$ cat src/rtl/skolem_sweep_if.sv
// ============================================================================
// Module      : skolem_sweep_if
// Description : Bundle of host control, formula-side and result signals that
//               connect the Skolem sweep sequencer to its environment.
//               The master side (host/testbench) drives start, abort, y_in and
//               spec_ok. The slave side (the sequencer) drives the swept
//               assignment x_out and all status/result signals.
// Ports       : start, abort          - sweep launch / cancel requests
//               x_out                 - universal-input assignment under test
//               y_in, spec_ok         - formula outputs and evaluator verdict
//               busy, done            - sweep running / completion pulse
//               result_valid, pass    - completed-sweep verdict
//               fail_count            - number of failing vectors
//               first_fail_x/_y/_valid- lowest failing vector and its y
// Revision    : 1.0 - initial release
// ============================================================================
`default_nettype none

interface skolem_sweep_if #(
    parameter int NUM_X = 4,
    parameter int NUM_Y = 2
);
    logic               start;
    logic               abort;
    logic [NUM_X-1:0]   x_out;
    logic [NUM_Y-1:0]   y_in;
    logic               spec_ok;
    logic               busy;
    logic               done;
    logic               result_valid;
    logic               pass;
    logic [NUM_X:0]     fail_count;
    logic [NUM_X-1:0]   first_fail_x;
    logic [NUM_Y-1:0]   first_fail_y;
    logic               first_fail_valid;

    // Host / formula side
    modport master (
        output start,
        output abort,
        output y_in,
        output spec_ok,
        input  x_out,
        input  busy,
        input  done,
        input  result_valid,
        input  pass,
        input  fail_count,
        input  first_fail_x,
        input  first_fail_y,
        input  first_fail_valid
    );

    // Sequencer side
    modport slave (
        input  start,
        input  abort,
        input  y_in,
        input  spec_ok,
        output x_out,
        output busy,
        output done,
        output result_valid,
        output pass,
        output fail_count,
        output first_fail_x,
        output first_fail_y,
        output first_fail_valid
    );
endinterface

`default_nettype wire

$ cat src/rtl/skolem_sweep_ctrl.sv
// ============================================================================
// Module      : skolem_sweep_ctrl
// Description : Exhaustive sweep sequencer for validating a combinational
//               Skolem-function netlist. Every universal-input assignment x is
//               driven onto the netlist, held for SETTLE_CYCLES cycles, and
//               then the external specification checker's verdict is sampled
//               for one CHECK cycle. Failures are counted and the lowest
//               failing vector (with its y) is captured.
// Ports       : clk      - rising-edge clock
//               rst_n    - asynchronous active-low reset
//               bus      - skolem_sweep_if slave modport:
//                            in : start, abort, y_in, spec_ok
//                            out: x_out, busy, done, result_valid, pass,
//                                 fail_count, first_fail_x, first_fail_y,
//                                 first_fail_valid
// Parameters  : NUM_X         - universal input width (1..16)
//               NUM_Y         - Skolem output width (>=1)
//               SETTLE_CYCLES - cycles x is held before sampling (>=1)
// Revision    : 1.0 - initial release
// ============================================================================
`default_nettype none

module skolem_sweep_ctrl #(
    parameter int NUM_X         = 4,
    parameter int NUM_Y         = 2,
    parameter int SETTLE_CYCLES = 1
) (
    input  wire logic        clk,
    input  wire logic        rst_n,
    skolem_sweep_if.slave    bus
);

    // ------------------------------------------------------------------------
    // Elaboration-time parameter sanity
    // ------------------------------------------------------------------------
    generate
        if (NUM_X < 1 || NUM_X > 16) begin : g_bad_num_x
            $error("skolem_sweep_ctrl: NUM_X must be in 1..16");
        end
        if (NUM_Y < 1) begin : g_bad_num_y
            $error("skolem_sweep_ctrl: NUM_Y must be >= 1");
        end
        if (SETTLE_CYCLES < 1) begin : g_bad_settle
            $error("skolem_sweep_ctrl: SETTLE_CYCLES must be >= 1");
        end
    endgenerate

    // ------------------------------------------------------------------------
    // Constants
    // ------------------------------------------------------------------------
    // The settle counter only has to hold SETTLE_CYCLES-1.
    localparam int                CNT_W      = (SETTLE_CYCLES > 1) ? $clog2(SETTLE_CYCLES) : 1;
    localparam logic [CNT_W-1:0]  CNT_RELOAD = CNT_W'(SETTLE_CYCLES - 1);
    localparam logic [CNT_W-1:0]  CNT_ONE    = CNT_W'(1);
    localparam logic [NUM_X-1:0]  X_LAST     = {NUM_X{1'b1}};
    localparam logic [NUM_X-1:0]  X_ONE      = NUM_X'(1);
    localparam logic [NUM_X:0]    FC_ONE     = (NUM_X + 1)'(1);

    typedef enum logic [1:0] {
        ST_IDLE   = 2'd0,
        ST_SETTLE = 2'd1,
        ST_CHECK  = 2'd2,
        ST_DONE   = 2'd3
    } state_t;

    // ------------------------------------------------------------------------
    // State
    // ------------------------------------------------------------------------
    state_t             state_q,  state_d;
    logic [CNT_W-1:0]   cnt_q,    cnt_d;
    logic [NUM_X-1:0]   x_q,      x_d;
    logic [NUM_X:0]     fc_q,     fc_d;
    logic [NUM_X-1:0]   ffx_q,    ffx_d;
    logic [NUM_Y-1:0]   ffy_q,    ffy_d;
    logic               ffv_q,    ffv_d;
    logic               busy_q,   busy_d;
    logic               done_q,   done_d;
    logic               rv_q,     rv_d;
    logic               pass_q,   pass_d;

    // ------------------------------------------------------------------------
    // State register
    // ------------------------------------------------------------------------
    always_ff @(posedge clk or negedge rst_n) begin
        if (!rst_n) begin
            state_q <= ST_IDLE;
            cnt_q   <= '0;
            x_q     <= '0;
            fc_q    <= '0;
            ffx_q   <= '0;
            ffy_q   <= '0;
            ffv_q   <= 1'b0;
            busy_q  <= 1'b0;
            done_q  <= 1'b0;
            rv_q    <= 1'b0;
            pass_q  <= 1'b0;
        end else begin
            state_q <= state_d;
            cnt_q   <= cnt_d;
            x_q     <= x_d;
            fc_q    <= fc_d;
            ffx_q   <= ffx_d;
            ffy_q   <= ffy_d;
            ffv_q   <= ffv_d;
            busy_q  <= busy_d;
            done_q  <= done_d;
            rv_q    <= rv_d;
            pass_q  <= pass_d;
        end
    end

    // ------------------------------------------------------------------------
    // Next-state and registered-output logic
    // ------------------------------------------------------------------------
    always_comb begin
        state_d = state_q;
        cnt_d   = cnt_q;
        x_d     = x_q;
        fc_d    = fc_q;
        ffx_d   = ffx_q;
        ffy_d   = ffy_q;
        ffv_d   = ffv_q;
        rv_d    = rv_q;
        pass_d  = pass_q;

        unique case (state_q)
            ST_IDLE: begin
                // start together with abort is treated as a cancelled launch.
                if (bus.start && !bus.abort) begin
                    state_d = ST_SETTLE;
                    cnt_d   = CNT_RELOAD;
                    x_d     = '0;
                    fc_d    = '0;
                    ffx_d   = '0;
                    ffy_d   = '0;
                    ffv_d   = 1'b0;
                    rv_d    = 1'b0;
                    pass_d  = 1'b0;
                end
            end

            ST_SETTLE: begin
                if (bus.abort) begin
                    state_d = ST_IDLE;
                    rv_d    = 1'b0;
                    pass_d  = 1'b0;
                end else if (cnt_q == '0) begin
                    state_d = ST_CHECK;
                end else begin
                    cnt_d = cnt_q - CNT_ONE;
                end
            end

            ST_CHECK: begin
                if (bus.abort) begin
                    // The verdict sampled on this edge is thrown away.
                    state_d = ST_IDLE;
                    rv_d    = 1'b0;
                    pass_d  = 1'b0;
                end else begin
                    if (!bus.spec_ok) begin
                        fc_d = fc_q + FC_ONE;
                        // Vectors are swept in ascending order, so the first
                        // failure seen is the lowest failing x.
                        if (!ffv_q) begin
                            ffx_d = x_q;
                            ffy_d = bus.y_in;
                            ffv_d = 1'b1;
                        end
                    end
                    if (x_q == X_LAST) begin
                        state_d = ST_DONE;
                        rv_d    = 1'b1;
                        // Uses the count including this last vector.
                        pass_d  = (fc_d == '0);
                    end else begin
                        state_d = ST_SETTLE;
                        x_d     = x_q + X_ONE;
                        cnt_d   = CNT_RELOAD;
                    end
                end
            end

            ST_DONE: begin
                state_d = ST_IDLE;
            end

            default: begin
                state_d = ST_IDLE;
            end
        endcase

        // Status flags are registered copies of the state being entered so
        // that they line up cycle-exactly with the state itself.
        busy_d = (state_d == ST_SETTLE) || (state_d == ST_CHECK);
        done_d = (state_d == ST_DONE);
    end

    // ------------------------------------------------------------------------
    // Outputs
    // ------------------------------------------------------------------------
    assign bus.x_out            = x_q;
    assign bus.busy             = busy_q;
    assign bus.done             = done_q;
    assign bus.result_valid     = rv_q;
    assign bus.pass             = pass_q;
    assign bus.fail_count       = fc_q;
    assign bus.first_fail_x     = ffx_q;
    assign bus.first_fail_y     = ffy_q;
    assign bus.first_fail_valid = ffv_q;

endmodule

`default_nettype wire

$ cat src/flat_wrapper.sv
// flat-port wrapper written by rule: the top's interface ports become plain ports
module skolem_sweep_ctrl_flat 
#(
    parameter int NUM_X         = 4,
    parameter int NUM_Y         = 2,
    parameter int SETTLE_CYCLES = 1
)
  (clk, rst_n, bus_start, bus_abort, bus_y_in, bus_spec_ok, bus_x_out, bus_busy, bus_done, bus_result_valid, bus_pass, bus_fail_count, bus_first_fail_x, bus_first_fail_y, bus_first_fail_valid);
  skolem_sweep_if #(.NUM_X(NUM_X), .NUM_Y(NUM_Y)) bus_i ();
  input  wire logic clk;
  input  wire logic rst_n;
  input wire logic [$bits(bus_i.start)-1:0] bus_start;
  input wire logic [$bits(bus_i.abort)-1:0] bus_abort;
  input wire logic [$bits(bus_i.y_in)-1:0] bus_y_in;
  input wire logic [$bits(bus_i.spec_ok)-1:0] bus_spec_ok;
  output wire logic [$bits(bus_i.x_out)-1:0] bus_x_out;
  output wire logic [$bits(bus_i.busy)-1:0] bus_busy;
  output wire logic [$bits(bus_i.done)-1:0] bus_done;
  output wire logic [$bits(bus_i.result_valid)-1:0] bus_result_valid;
  output wire logic [$bits(bus_i.pass)-1:0] bus_pass;
  output wire logic [$bits(bus_i.fail_count)-1:0] bus_fail_count;
  output wire logic [$bits(bus_i.first_fail_x)-1:0] bus_first_fail_x;
  output wire logic [$bits(bus_i.first_fail_y)-1:0] bus_first_fail_y;
  output wire logic [$bits(bus_i.first_fail_valid)-1:0] bus_first_fail_valid;
  assign bus_i.start = bus_start;
  assign bus_i.abort = bus_abort;
  assign bus_i.y_in = bus_y_in;
  assign bus_i.spec_ok = bus_spec_ok;
  assign bus_x_out = bus_i.x_out;
  assign bus_busy = bus_i.busy;
  assign bus_done = bus_i.done;
  assign bus_result_valid = bus_i.result_valid;
  assign bus_pass = bus_i.pass;
  assign bus_fail_count = bus_i.fail_count;
  assign bus_first_fail_x = bus_i.first_fail_x;
  assign bus_first_fail_y = bus_i.first_fail_y;
  assign bus_first_fail_valid = bus_i.first_fail_valid;
  skolem_sweep_ctrl #(.NUM_X(NUM_X), .NUM_Y(NUM_Y), .SETTLE_CYCLES(SETTLE_CYCLES)) u_core (.clk(clk), .rst_n(rst_n), .bus(bus_i));
endmodule
$ cat config.mk
export PLATFORM = sky130hd
export DESIGN_NAME = skolem_sweep_ctrl_flat
export DESIGN_NICKNAME = d
export VERILOG_FILES = /design/src/rtl/skolem_sweep_if.sv /design/src/rtl/skolem_sweep_ctrl.sv /design/src/flat_wrapper.sv
export SDC_FILE = /design/constraint.sdc
export NUM_CORES = 1
export LEC_CHECK = 0
export ABC_AREA = 1
export BUFFER_PORTS_ARGS = -buffer_cell sky130_fd_sc_hd__buf_2
export CAP_MARGIN = 20
export CORE_UTILIZATION = 45
export CTS_CLUSTER_DIAMETER = 50
export DETAILED_ROUTE_END_ITERATION = 10
export PLACE_DENSITY = 0.69
export SLEW_MARGIN = 40
export SYNTH_ARGS = -nofsm -noshare
export SYNTH_HDL_FRONTEND = slang
export SYNTH_SLANG_ARGS = --single-unit
$ cat constraint.sdc
create_clock -name clk -period 4.1 [get_ports clk]
set_input_delay 0.82 -clock clk [delete_from_list [all_inputs] [get_ports clk]]
set_output_delay 0.82 -clock clk [all_outputs]
set_load 0.005 [all_outputs]
==> summary.txt, run 1 <==
Floorplan
  – Total Die Area: 2770 µm²
  – Die Y: roughly 53 µm
  – Initial Utilization: about half
  – DIE WIDTH: approximately 53 µm
  – I/O pin cnt: 27
  – Core area: roughly 2300 µm²
  – Rows: 17

Critical path
  – Reg2reg start: u_core.bus.x_out[0]
  – Crit path DAT: about 2.0 ns
  – R2R cell count: 8
  – Reg2reg end: u_core.bus.busy
  – Crit-path cells: ha_1, nand3_1, nor2_1, inv_1, nor2_1, inv_1, o31ai_1, ha_1
  – Crit Path Category: flip-flop to flip-flop
  – Startpoint types: flip-flop
  – Worst setup EP type: flip-flop
  – CP max FO: 5
  – Slowest CP cell: dfrtp_1
  – Flop2flop setup slack: 2.34 ns
  – Critical Path RT: between 4 and 5 ns
  – CP max stage delay: roughly 0.44 ns

Place
  – IO buf count: 26
  – Detailed-placement wirelength estimate: ~1800 µm
  – Setup slack at placement: approximately 2.3 ns
  – Placer Congestion: 0.815

Routing
  – Average wire per standard cell: 11.8 µm
  – Initial drt markers: 12
  – Final WL: about 2300 µm
  – Residual DRC: 0
  – Final ANT Viol Nets: 0
  – First-pass DRT Iterations: 4
  – Vias per cell: slightly below 5
  – Via count: 932

Timing
  – Slew margin rel.: around half
  – Final setup vio count: 0
  – Final Hold Slack: 0.457 ns
  – Worst slew pin tran: between 0.7 and 0.8 ns
  – Worst Clk Skew: roughly 0.0027 ns
  – Final Cycle Share: 42.9%
  – Min setup slack post-route: about 2.3 ns
  – Max Clock Freq: about 0.57 GHz
  – Hold Fails Final Rpt: 0
  – Setup TNS: 0 ns
  – RSZ-0062 raised after global routing: no
  – Post-layout min period: between 1.5 and 2 ns
  – Slew Limit Fails: 0

Layout
  – Nets: approximately 170
  – N_diodes: 0
  – Area growth from synthesis to layout: 15.7%
  – Layout cells sized above 1: 32.1%
  – # fillers: around 230
  – Post-layout util: roughly 58%

Global routing
  – Largest net degree at the start of global routing: 23
  – GRT Overall Usage: between 10% and 20%
  – First-pass GRT wire length: roughly 3900 µm
  – GRT overflow: 0
  – Initial antenna violation count: 0
  – Vias in the first global route: 900

Run
  – Max_cap viols: 0

Yosys
  – Post-Syn Area: around 1200 µm²
  – Syn Area/Cell: approximately 8.6 µm²
  – Post-synthesis cell type count: 22
  – Register area share after synthesis: between 40% and 50%
  – Largest area contributor in the synthesized netlist: dfrtp_1
  – Mapped Cells: ~130
  – Area share of the largest cell type after synthesis: a little under half
  – Mapped Nets: roughly 140
  – Post-synthesis register bit count: 22
  – Main area contributors after synthesis: dfrtp_1 (48%), nand2_1 (13%), o21ai_2 (5.3%), nand3_1 (4.3%), inv_1 (3.9%)
  – Yosys warnings: 0

Power
  – Leak pwr: between 0.7 and 0.8 nW
  – Power per cell area: between 200 and 300 nW/µm²
  – Final Power: 0.398 mW
  – Peak VDD IR: slightly above 200 µV

Clock network
  – Setup Fix Bufs, Post-CTS: 0
  – Hold-fix buffer count after cts: 0
  – Post-CTS Resized: 0
  – Clock tree from TritonCTS: done
  – Clock slew at reported path FFs: around 0.12 ns
  – CTS sink count: 22
  – Max Root-Sink Buffers: 2
  – Clk_lat worst skew: around 0.30 ns
  – Max H-tree Level: 1
  – Total CTS buffers: 3
  – Root Buffer: clkbuf_4

Status
  – Run status: finished clean

Min path
  – Worst Hold Class: input pin to async pin
## worst max-delay path by stage
stage / slack [ns] / to / cells past startpoint / from
2_1_floorplan: 2.53 / u_core.bus.busy / 6 / bus_abort
3_3_place_gp: 2.32 / u_core.bus.busy / 7 / bus_abort
3_5_place_dp: 2.26 / u_core.bus.busy / 7 / bus_abort
4_1_cts: 2.32 / u_core.bus.busy / 8 / u_core.bus.x_out[0]
5_1_grt: 2.12 / u_core.bus.busy / 8 / u_core.bus.x_out[0]
6_report: 2.34 / u_core.bus.busy / 8 / u_core.bus.x_out[0]
## cell usage after synthesis (all sizes together)
master  instances
buf             2
a21oi           2
nand4           2
inv            16
nand3          10
xor2            1
o21ai          14
or2             1
dfrtp          22
nor2           13
o22ai           2
a22o            1
ha              3
o31ai           1
nand2          44
## through the flow
stage	instance area (µm²)	cells
2_1_floorplan	1150	134
3_3_place_gp	1300	186
3_5_place_dp	1300	186
4_1_cts	1340	190
5_1_grt	1340	190
6_report	1340	190
## cell families (layout without fill, tap and decap cells)
| logic type | after synthesis | in the layout | synth area share (%) |
|---|---|---|---|
| XOR/XNOR | 1 | 1 | 0.759 |
| AO/OA/AOI/OAI | 20 | 20 | 12.7 |
| AND/OR/NAND/NOR | 70 | 70 | 28.6 |
| adder cells (fa/ha/maj) | 3 | 3 | 3.25 |
| buffers and inverters | 18 | 46 | 6.94 |
| flip-flops | 22 | 22 | 47.7 |
## state kept, by name (all words and copies together), names as in the netlist
name / count
u_core.bus.first_fail_y: 2
u_core.bus.fail_count: 5
u_core.bus.done: 1
u_core.bus.first_fail_x: 4
u_core.bus.busy: 1
u_core.bus.first_fail_valid: 1
u_core.bus.x_out: 4
u_core.state_q: 2
u_core.bus.pass: 1
u_core.bus.result_valid: 1
## critical path, delay by kind of cell (launching register included)
| kind | cells | cell delay [ns] |
|---|---|---|
| compound gates | 1 | 0.09 |
| fa+ha+maj | 2 | 0.50 |
| buf+inv | 2 | 0.14 |
| flops | 1 | 0.44 |
| simple gates | 3 | 0.48 |
## per-layer routing
| metal | global-route usage, % | wire length, µm | vias to the layer above |
|---|---|---|---|
| met5 | 0 | 0 | - |
| met4 | 5.26 | 14 | 0 |
| met3 | 3.48 | 82 | 2 |
| met1 | 23.4 | 1020 | 425 |
| li1 | - | - | 489 |
| met2 | 35.9 | 1130 | 16 |
## placed cells by master, fill, tap and decap left out, types with 2 or more instances in the layout
cell,n
nand2_1,39
nor2_1,9
nand4_1,2
dfrtp_1,22
clkbuf_4,3
inv_1,12
nand3_1,10
buf_2,26
nor2_4,4
ha_1,3
o22ai_1,2
nand2_2,4
o21ai_0,7
o21ai_2,7
inv_2,4
## layout make-up
type	count	area (µm²)	area share, %
inverters	16	60.1	4.50
repair buffers	26	130	9.75
clock buffers	4	36.3	2.72
flip-flops and latches	22	551	41.2
multi-input cells	94	523	39.2
well taps	28	35.0	2.62
## power breakdown
part | internal [mW] | total, mW | switching (mW)
logic | 0.0169 | 0.0532 | 0.0363
registers | 0.224 | 0.230 | 0.00557
clock network | 0.0541 | 0.115 | 0.0608
No activity file was read; power rests on OpenSTA's default activity.
==> run 2: changes to the inputs <==
--- a/config.mk
+++ b/config.mk
@@ -5,7 +5,7 @@
 export SDC_FILE = /design/constraint.sdc
 export NUM_CORES = 1
 export LEC_CHECK = 0
-export ABC_AREA = 1
+export ABC_AREA = 0
 export BUFFER_PORTS_ARGS = -buffer_cell sky130_fd_sc_hd__buf_2
 export CAP_MARGIN = 20
 export CORE_UTILIZATION = 45
==> constraint.sdc (replaced) <==
create_clock -name clk -period 1.8 [get_ports clk]
set_input_delay 0.36 -clock clk [delete_from_list [all_inputs] [get_ports clk]]
set_output_delay 0.36 -clock clk [all_outputs]
set_load 0.005 [all_outputs]
==> run 2 against run 1 <==
Via count decreased by 7.0%; non-clock buffer count increased by 4; register-to-register slack worse by 2.2 ns; cell area increased by 2.5%; critical endpoint is now u_core.bus.x_out[3].
==> summary.txt, run 2 <==
Yosys
  – Post-synthesis cell type count: 37
  – Post-synthesis xor/xnor area fraction: under 10%
  – Mapped Nets: between 100 and 150
  – Simple-gate share of the synthesized area: 19.0%
  – Count leader, synth: dfrtp_1
  – Main area contributors after synthesis: dfrtp_1 (48%), mux2i_1 (4.3%), ha_1 (3.2%), o21ai_0 (3.0%), xor2_1 (3.0%)
  – Largest area contributor in the synthesized netlist: dfrtp_1
  – Post-synthesis mux area share: under 10%
  – Main flop type after synthesis: dfrtp_1
  – Most frequent cells after synthesis: dfrtp_1 (22), nand2_1 (8), o21ai_0 (7)
  – Synth async-reset ratio: 100%
  – Syn Area/Cell: roughly 11 µm²
  – Compound-Gate Fraction of Synth Area: 15.8%
  – Post-Syn Area: about 1200 µm²
  – Mapped Cells: approximately 100
  – Yosys warnings: 0
  – EDFF count, synth: 0
  – Synth Area in Adders: under 10%
  – Main combinational cell family by area after synthesis: simple AND/OR/NAND/NOR gates
  – Post-synthesis register bit count: 22
  – Area share of the largest cell type after synthesis: approximately 48%
  – Register area share after synthesis: 47.5%

Critical path
  – Reg2reg end: u_core.bus.x_out[3]
  – Worst setup EP type: flip-flop
  – Critical Path RT: 2.05 ns
  – Reg2reg start: u_core.bus.x_out[0]
  – Slowest CP cell: a2111oi_4
  – CP endpoint: u_core.bus.x_out[3]
  – Crit path DAT: about 1.9 ns
  – Crit Path Category: flip-flop to flip-flop
  – CP startpoint: u_core.bus.x_out[0]
  – Flop2flop setup slack: around 0.12 ns
  – R2R cell count: 5
  – Crit-path cells: ha_1, and3_4, a2111oi_4, nand3_1, a21oi_1
  – CP max stage delay: 0.46 ns
  – Startpoint types: flip-flop
  – CP max FO: 6

Routing
  – Vias per cell: 5.35
  – Residual DRC: 0
  – Final WL: between 2000 and 2500 µm
  – Initial drt markers: 14
  – Final ANT Viol Nets: 0
  – Via count: 867
  – Average wire per standard cell: roughly 14 µm
  – First-pass DRT Iterations: 3

Power
  – Sequential share of power: a little over half
  – Leak pwr: 0.678 nW
  – Peak VDD IR: ~550 µV
  – Power per cell area: roughly 750 nW/µm²
  – Sw Share: around 23%
  – Final Power: a little over 1 mW
  – Logic pwr share: between 10% and 20%
  – Sw power: between 0.2 and 0.25 mW
  – Clock power frac: between 30% and 40%
  – P_int: ~0.79 mW

Timing
  – Final setup vio count: 0
  – Setup TNS: 0 ns
  – Worst slew pin tran: 0.493 ns
  – Post-layout min period: 1.68 ns
  – Hold Fails Final Rpt: 0
  – Slew margin rel.: 67.1%
  – Min setup slack post-route: roughly 0.12 ns
  – Slew Limit Fails: 0
  – Final Hold Slack: a little over 0.3 ns
  – RSZ-0062 raised after global routing: no
  – Final Cycle Share: ~93%
  – Worst Clk Skew: 0.0111 ns
  – Max Clock Freq: 0.596 GHz

Floorplan
  – Rows: 18
  – DIE WIDTH: between 50 and 60 µm
  – I/O pin cnt: 27
  – Die Y: 52.7 µm
  – Core area: about 2500 µm²
  – Total Die Area: around 2800 µm²
  – Initial Utilization: 47.2%

Place
  – Setup slack at placement: 0.139 ns
  – Placer Congestion: 0.851
  – IO buf count: 26
  – Detailed-placement wirelength estimate: about 1600 µm
  – Dpl cells: roughly 160

Clock network
  – Clock slew at reported path FFs: roughly 0.13 ns
  – CTS sink count: 22
  – Clock tree from TritonCTS: done
  – Max Root-Sink Buffers: 2
  – Clk_lat worst skew: approximately 0.31 ns
  – Root Buffer: clkbuf_4
  – Setup Fix Bufs, Post-CTS: 0
  – Hold-fix buffer count after cts: 1
  – Post-CTS Resized: 0
  – Total CTS buffers: 3
  – Max H-tree Level: 1

Global routing
  – Initial antenna violation count: 0
  – Vias in the first global route: 788
  – GRT Overall Usage: around 18%
  – First-pass GRT wire length: about 3700 µm
  – Largest net degree at the start of global routing: 23
  – GRT overflow: 0

Layout
  – N_diodes: 0
  – Area growth from synthesis to layout: 18.1%
  – Commonest non-fill, non-tap cells in the layout: buf_2 (26), dfrtp_1 (22), nand2_1 (8)
  – Layout cells sized above 1: 31.1%
  – Nets: between 100 and 150
  – Number of flip-flops in the largest register: 5
  – Fin cells: roughly 160
  – Commonest non-fill, non-tap cell in the layout: buf_2

Min path
  – Hold Crit Start: bus_y_in[0]
  – Worst Hold Class: input pin to flip-flop

Status
  – Run status: finished clean

Run
  – Max_cap viols: 0
## run 2: changes by cell type after synthesis, sizes merged, moves of 4 or more
cell / change
nand2: -36
inv: -10
nand3: -8
o21ai: -7
mux2i: +5
nor2: -5
a21oi: +4
## run 2: stage by stage
step / instance area, µm² / utilization (%)
after floorplan: 1160 / -
after global placement: 1310 / 53.2
after detailed placement: 1310 / 53.2
after CTS: 1370 / 55.8
after global routing: 1370 / 55.8
final: 1370 / 55.8
## run 2: final cells by class
type	instances	area [µm²]
Tap cell	30	37.5
Inverter	6	22.5
Clock buffer	3	22.5
Fill cell	224	1090
Clock inverter	1	30.0
Timing Repair Buffer	30	163
Multi-Input combinational cell	70	543
Sequential cell	22	551
## run 2: routing by layer
metal | vias up | track usage, % | share of wire, %
met5 | - | 0 | 0
met4 | 0 | 6.58 | 0.54
met3 | 2 | 3.19 | 3.7
met2 | 19 | 28.5 | 47
met1 | 422 | 24.8 | 48
li1 | 424 | - | -
## run 2: critical path, delay by kind of cell, from the launching register on
kind	cells	cell delay, ns
AOI/OAI and AO/OA	2	0.61
adders and majority gates	1	0.25
DFF	1	0.45
and+or+nand+nor	2	0.31
## run 2: cells by family (layout without fill, tap and decap cells)
group / after synthesis / count (layout)
DFF: 22 / 22
AOI/OAI and AO/OA: 25 / 25
buffers and inverters: 11 / 40
muxes: 5 / 5
xor gates and xnor gates: 6 / 6
and+or+nand+nor: 31 / 31
adders and majority gates: 3 / 3
## run 2: worst min path at each step
stage / cells past startpoint / end
final: 2 / u_core.bus.first_fail_y[0]
after detailed placement: 1 / u_core.bus.done
after global routing: 2 / u_core.bus.first_fail_y[0]
after floorplan: 0 / u_core.bus.busy
after global placement: 1 / u_core.bus.result_valid
after CTS: 2 / u_core.bus.first_fail_y[0]
## run 2: power by group through the flow
stage	clock network [mW]	registers [mW]	logic, mW
floorplan	0	0.536	0.0822
global placement	0	0.543	0.115
detailed placement	0	0.544	0.117
CTS	0.391	0.534	0.119
global route	0.411	0.538	0.131
finish	0.375	0.534	0.117
